`src/rtl/me_schedule.sv`:
```
// rtl/me_schedule.sv - sequencer and minimum-SAD tracker for the 1-D systolic motion-estimation array
module me_schedule #(
    parameter int N   = 4,
    parameter int V   = 4,
    parameter int DW  = 16,
    parameter int RAW = $clog2(N*N),
    parameter int SAW = $clog2((N+V-1)*2*N)
) (
    input  logic                 clock,
    input  logic                 reset,
    input  logic                 start,
    output logic                 busy,
    output logic                 done,
    output logic [RAW-1:0]       ref_addr,
    output logic [SAW-1:0]       s1_addr,
    output logic [SAW-1:0]       s2_addr,
    output logic [N-1:0]         s1s2_sel,
    output logic [N-1:0]         new_dist,
    output logic [$clog2(N)-1:0] dist_sel,
    input  logic [DW-1:0]        dist_in,
    output logic [$clog2(N)-1:0] best_dx,
    output logic [$clog2(V)-1:0] best_dy,
    output logic [DW-1:0]        best_sad
);
    localparam int CW  = $clog2(N);
    localparam int VW  = $clog2(V+1);
    localparam int DYW = $clog2(V);

    typedef enum logic [1:0] {IDLE, RUN, DRAIN, DONE} state_t;

    state_t          state, nxt_state;
    logic [CW-1:0]   col, row, nxt_col, nxt_row;
    logic [VW-1:0]   v, nxt_v, v_m1;
    logic [RAW-1:0]  n_ref;
    logic [SAW-1:0]  n_s1, n_s2;
    logic [N-1:0]    n_sel, n_nd;
    logic [CW-1:0]   n_ds;
    logic            capture;
    int              srow;

    always_comb begin
        nxt_state = state;
        nxt_col   = col;
        nxt_row   = row;
        nxt_v     = v;
        case (state)
            IDLE: begin
                if (start) begin
                    nxt_state = RUN;
                    nxt_col   = '0;
                    nxt_row   = '0;
                    nxt_v     = '0;
                end
            end
            RUN: begin
                if (int'(col) == N-1) begin
                    nxt_col = '0;
                    if (int'(row) == N-1) begin
                        // after the last pass v lands on V, which DRAIN uses as-is
                        nxt_row = '0;
                        nxt_v   = v + VW'(1);
                        if (int'(v) == V-1)
                            nxt_state = DRAIN;
                    end else begin
                        nxt_row = row + CW'(1);
                    end
                end else begin
                    nxt_col = col + CW'(1);
                end
            end
            DRAIN: begin
                if (int'(col) == N-1) begin
                    nxt_state = DONE;
                    nxt_col   = '0;
                    nxt_v     = '0;
                end else begin
                    nxt_col = col + CW'(1);
                end
            end
            default: begin
                nxt_state = IDLE;
            end
        endcase

        n_ref = '0;
        n_s1  = '0;
        n_s2  = '0;
        n_sel = '0;
        n_nd  = '0;
        n_ds  = '0;
        srow  = 0;
        if (nxt_state == RUN || nxt_state == DRAIN) begin
            n_ref = RAW'(int'(nxt_row)*N + int'(nxt_col));
            if (nxt_state == RUN)
                n_s1 = SAW'((int'(nxt_row) + int'(nxt_v))*2*N + int'(nxt_col));
            srow = (nxt_row != '0) ? int'(nxt_row) - 1 + int'(nxt_v) : N + int'(nxt_v) - 2;
            if (!(nxt_row == '0 && nxt_v == '0))
                n_s2 = SAW'(srow*2*N + int'(nxt_col) + N);
            for (int k = 0; k < N; k++) begin
                n_sel[k] = int'(nxt_col) < k;
                n_nd[k]  = (nxt_row == '0) && (int'(nxt_col) == k);
            end
            n_ds = nxt_col;
        end
    end

    // row 0 of pass v presents PE col's finished sum for displacement (col, v-1)
    assign v_m1    = v - VW'(1);
    assign capture = (state == RUN || state == DRAIN) && (row == '0) && (v != '0)
                     && (dist_in < best_sad);

    always_ff @(posedge clock) begin
        if (reset) begin
            state    <= IDLE;
            col      <= '0;
            row      <= '0;
            v        <= '0;
            busy     <= 1'b0;
            done     <= 1'b0;
            ref_addr <= '0;
            s1_addr  <= '0;
            s2_addr  <= '0;
            s1s2_sel <= '0;
            new_dist <= '0;
            dist_sel <= '0;
            best_dx  <= '0;
            best_dy  <= '0;
            best_sad <= '0;
        end else begin
            state    <= nxt_state;
            col      <= nxt_col;
            row      <= nxt_row;
            v        <= nxt_v;
            busy     <= (nxt_state == RUN) || (nxt_state == DRAIN);
            done     <= (nxt_state == DONE);
            ref_addr <= n_ref;
            s1_addr  <= n_s1;
            s2_addr  <= n_s2;
            s1s2_sel <= n_sel;
            new_dist <= n_nd;
            dist_sel <= n_ds;
            if (state == IDLE && start) begin
                best_dx  <= '0;
                best_dy  <= '0;
                best_sad <= '1;
            end else if (capture) begin
                best_dx  <= col;
                best_dy  <= v_m1[DYW-1:0];
                best_sad <= dist_in;
            end
        end
    end
endmodule

```
`config.mk`:
```
export PLATFORM = sky130hd
export DESIGN_NAME = me_schedule
export DESIGN_NICKNAME = d
export VERILOG_FILES = /design/src/rtl/me_schedule.sv
export SDC_FILE = /design/constraint.sdc
export NUM_CORES = 1
export LEC_CHECK = 0
export BUFFER_PORTS_ARGS = -buffer_cell sky130_fd_sc_hd__buf_2
export CAP_MARGIN = 40
export CORE_MARGIN = 2
export CORE_UTILIZATION = 57
export CTS_CLUSTER_DIAMETER = 200
export DETAILED_ROUTE_END_ITERATION = 8
export HOLD_SLACK_MARGIN = 0.12
export PLACE_DENSITY = 0.84
export SYNTH_ARGS = -nofsm -noshare
export SYNTH_HDL_FRONTEND = slang
export SYNTH_SLANG_ARGS = --single-unit
```
`constraint.sdc`:
```
create_clock -name clock -period 4.65 [get_ports clock]
set_clock_uncertainty 0.15 [all_clocks]
set_input_delay 0.465 -clock clock [delete_from_list [all_inputs] [get_ports clock]]
set_output_delay 0.465 -clock clock [all_outputs]
set_load 0.01 [all_outputs]
```
Word level (Yosys, flattened, before mapping)
Index checks and enable logic that the tools add are counted.
{"block": "word_totals", "input_bits": 19, "elab_cells": 91, "output_inout_bits": 48, "register_bits": 57}
{"block": "op_classes", "n_lt_le_gt_ge": 4, "n_eq_ne": 11, "addsub": 13, "reduce_logical": 24, "muxes": 21, "bitwise": 2}
{"operator": "$mux W16", "n": 2}
{"operator": "$mux W2", "n": 10}
{"operator": "$lt A16 B16 Y1", "n": 1}
{"operator": "$mux W3", "n": 5}
{"operator": "$eq A2 B1 Y1 const B", "n": 5}
{"operator": "$eq A2 B2 Y1 const B", "n": 5}
{"operator": "$logic_and A1 B1 Y1", "n": 9}
{"operator": "$pmux W3 S3", "n": 1}
{"operator": "$logic_not A2 Y1", "n": 4}
{"operator": "$pmux W2 S2", "n": 2}
{"operator": "$add A6 B2 Y6", "n": 1}
{"operator": "$add A6 B3 Y6", "n": 1}
{"operator": "$add A6 B4 Y6 const B", "n": 1}
{"operator": "$pmux W2 S3", "n": 1}
{"operator": "$reduce_or A2 Y1", "n": 3}
{"operator": "$reduce_or A3 Y1", "n": 2}
{"operator": "$add A2 B1 Y2 const B", "n": 2}
{"operator": "$add A4 B2 Y4", "n": 1}
{"operator": "$lt A2 B2 Y1 const B", "n": 2}
{"operator": "$reduce_bool A2 Y1", "n": 2}
{"operator": "$add A2 B3 Y3", "n": 1}
{"operator": "$add A3 B1 Y3 const B", "n": 1}
{"operator": "$add A3 B3 Y3", "n": 1}
{"operator": "$add A3 B3 Y3 const A", "n": 1}
{"operator": "9 further kinds", "n": 11}

Logic depth before layout (Yosys ltp)
{"block": "logic_depth", "word_depth": 9, "depth_mapped": 12}

Worst setup path after synthesis
Ideal clock, no wire load.
{"block": "synth_path", "kind": "reg-to-reg", "from": "register state[0]", "to": "register s2_addr[5]", "t_required_ns": 4.373, "stages_incl_launch_ff": 13, "synth_period_minus_slack_ns": 2.593, "arrival_ns": 2.316, "setup_slack_ns": 2.057, "path_cell_list": "dfxtp_1 inv_1 ha_1 nor2b_1 o31ai_1 o21ai_0 ha_1 inv_1 ha_1 xnor2_1 o21ai_0 nand3_1 nor3b_1"}
{"element": "start, declared", "line_no": "31", "text": "state_t state, nxt_state;"}
{"element": "start signal, assigned", "line_no": "130", "text": "state <= nxt_state;"}
{"element": "$eq A2 B2 Y1 (tied with other cells)", "line_no": "46", "text": "case (state)"}
{"element": "$pmux W3 S3 (*)", "line_no": "46"}
{"element": "net nxt_v[1]", "line_no": "33", "text": "logic [VW-1:0] v, nxt_v, v_m1;"}
{"element": "$add A3 B3 Y3", "line_no": "96", "text": "srow = (nxt_row != '0) ? int'(nxt_row) - 1 + int'(nxt_v) : N + int'(nxt_v) - 2;"}
{"element": "$sub A3 B2 Y3", "line_no": "96"}
{"element": "$mux W3", "line_no": "96"}
{"element": "$add A6 B3 Y6", "line_no": "98", "text": "n_s2 = SAW'(srow*2*N + int'(nxt_col) + N);"}
{"element": "$add A6 B4 Y6", "line_no": "98"}
{"element": "end signal, assigned", "line_no": "138", "text": "s2_addr <= n_s2;"}
{"element": "end, declared", "line_no": "16", "text": "output logic [SAW-1:0] s2_addr,"}
The timed path passes the listed nets; every way through them passes the cells marked *.
A chain may end at the register's enable or synchronous reset.

Final worst setup path
Ends and elaborated chain as after synthesis.

==> results.json <==
{
  "clkSinkCount": 53,
  "worstMarginPinSlew_ns": 0.8909,
  "grt_overflow": 0,
  "die_area_um2": 5364,
  "boundaryPins": 67,
  "grt_max_degree": 20,
  "antenna_found_initial": 0,
  "antennaDiodeCount": 0,
  "final_common_cell": "buf_2",
  "hp-start": "dist_in[11]",
  "hold_viol": 0,
  "synthAdderAreaFrac_pct": 16.30,
  "rr_endpoint": "s2_addr[5]",
  "status": "finished clean",
  "cp-end-kind": "register",
  "clk_pin_slew_ns": 0.10,
  "rr_worst_depth": 12,
  "maxCapViolations": 0,
  "final_nets": 404,
  "drv_slew": 0,
  "rsz0062_at_grt": "false",
  "ys_async_sr_fraction_pct": 0,
  "ys.flop_type": "dfxtp_1",
  "synthesis.instances": 289,
  "cts_buffers": 5,
  "ys_seq_area_share_pct": 38.83,
  "period_needed_ns": 2.968,
  "startpoint_type": "register",
  "grt_usage_pct": 21.75,
  "vias_per_cell": 5.360,
  "syn_area_per_cell_um2": 9.455,
  "power.density_nw_per_um2": 293.1,
  "place_hpwl_mm": 4.209,
  "start_util_pct": 58.63,
  "first_global_vias": 2069,
  "drt_iter0_drc": 58,
  "mostFrequentLayoutCells": "buf_2 (64), dfxtp_1 (53), nor2_1 (38)",
  "ys_seq_elements": 53,
  "cp_max_fo": 5,
  "final_cell_area_um2": 3149,
  "synth_top_family_by_area": "simple AND/OR/NAND/NOR gates",
  "grt_pass1_wl_mm": 9.114,
  "drcViolationCount": 0,
  "h-tree-depth": 2,
  "worstHoldPathType": "input port to register",
  "synthesis.area_um2": 2733,
  "slew_headroom_pct": 40.16,
  "portBuffers": 64,
  "place.gp.congestion": 0.8639,
  "clkLatencyLatePin_ns": 0.31,
  "wl_mm": 5.447,
  "floorplan.rows": 25,
  "postCtsHoldBufs": 0,
  "ant_nets": 0,
  "cts_buffer_depth": 2,
  "synth-edff-count": 0,
  "arrival_ns": 3.04,
  "synth_mux_area_share_pct": 2.610,
  "area_growth_pct": 15.25,
  "cts-root-buf": "clkbuf_8",
  "wl_per_cell_um": 13.45,
  "postCtsSetupRepairBufs": 0,
  "synth_xor_area_share_pct": 0.6410,
  "synthSimpleGateAreaFrac_pct": 19.00,
  "die_h_um": 73.24,
  "crit_type": "register to register",
  "synthDistinctLibCells": 47,
  "ir_drop_mv": 0.1976,
  "whs_path_depth": 2,
  "min_to": "best_sad[11]",
  "yosys_warnings": 0,
  "route.vias.total": 2171,
  "power_leakage_nw": 1.519,
  "drive_gt1_share_pct": 24.22,
  "synth-compound-area-share_pct": 15.16,
  "fmax_ghz": 0.3369,
  "chipWidth_um": 73.24,
  "cts_tree": "done",
  "worst-r2r-setup-slack_ns": 1.68,
  "coreArea_um2": 4661,
  "drt_pass1_iterations": 4,
  "setup_tns_ns": 0,
  "fin_crit_sh_pct": 63.84,
  "placed_area_um2": 3052,
  "rr_startpoint": "state[0]",
  "post_cts_resized": 0,
  "setup_viol": 0,
  "worstPathRequired_ns": 4.73
}
-- cell usage after synthesis, types with 5 or more instances --
cell,number,area share [%]
inv_1,34,4.7
nand2_1,16,2.2
nor2_1,38,5.2
nor3_1,5,0.92
dfxtp_1,53,39
ha_1,34,16
mux2i_1,6,2.2
and2_1,6,1.4
a21oi_1,7,1.3
nor2b_1,6,1.4
o2bb2ai_1,16,5.1
o21ai_0,9,1.6
-- area by class of cell --
class | count | area (um^2)
clock buffer | 5 | 68.82
clock inverter | 3 | 28.78
tap | 54 | 67.56
fill | 373 | 1511
sequential | 53 | 1061
timing repair buffer | 64 | 320.3
multi-input combinational | 192 | 1475
inverter | 34 | 127.6
-- stage by stage --
stage,setup WS (ns),hold WS (ns),instances,power (W),utilization [%]
finish,1.682,0.2193,405,0.0009231,67.57
global route,1.400,0.2216,405,0.0009706,67.57
CTS,1.680,0.2164,405,0.0009287,67.57
detailed placement,1.731,0.3022,397,0.0006557,65.48
global placement,1.801,0.2945,397,0.0006489,65.48
floorplan,2.057,0.3052,290,0.0006027,-
-- per-layer routing --
metal	up-vias	share of wire, %	track usage (%)
met2	67	49	39.24
met1	994	43	25.77
met5	-	0	0
met3	6	6.1	5.249
met4	0	1.2	5.144
li1	1104	-	-
-- critical path, cell delays in order, from the launching register on --
cell and delay, ns:
dfxtp_1 0.42, inv_1 0.10, ha_1 0.25, nor2b_1 0.18, o31ai_1 0.36, o21ai_0 0.28, ha_1 0.34, inv_1 0.04
ha_1 0.20, xnor2_1 0.12, o21ai_0 0.11, a21oi_1 0.11, nor3b_1 0.23
-- flip-flops by register name, summed over array words and instances, names as in the netlist, 2 cells and up --
register  count
state         2
best_sad     16
s1_addr       5
s2_addr       6
s1s2_sel      3
v             3
best_dy       2
row           2
ref_addr      4
best_dx       2
col           2
new_dist      4
-- worst max path at each step --
stage / start / end / slack [ns] / depth (start not counted)
final: state[0] / s2_addr[5] / 1.68 / 12
after global routing: state[0] / s2_addr[5] / 1.40 / 12
after CTS: state[0] / s2_addr[5] / 1.68 / 12
after detailed placement: state[0] / s2_addr[5] / 1.73 / 12
after global placement: state[0] / s2_addr[5] / 1.80 / 12
after floorplan: state[0] / s2_addr[5] / 2.06 / 12
-- report_power, final --
group / internal (W) / leakage [nW] / switching (W)
logic: 0.0000631 / 1.03 / 0.0000909
clock network: 0.000113 / 0.0506 / 0.000166
registers: 0.000476 / 0.434 / 0.0000142
-- cells by family after synthesis --
logic type                 after synthesis
other                                    1
DFF                                     53
xor gates and xnor gates                 2
adders and majority gates               35
muxes                                    7
AOI/OAI and AO/OA                       50
buffers and inverters                   45
and+or+nand+nor                         96
(Power assumes the default switching activity.)
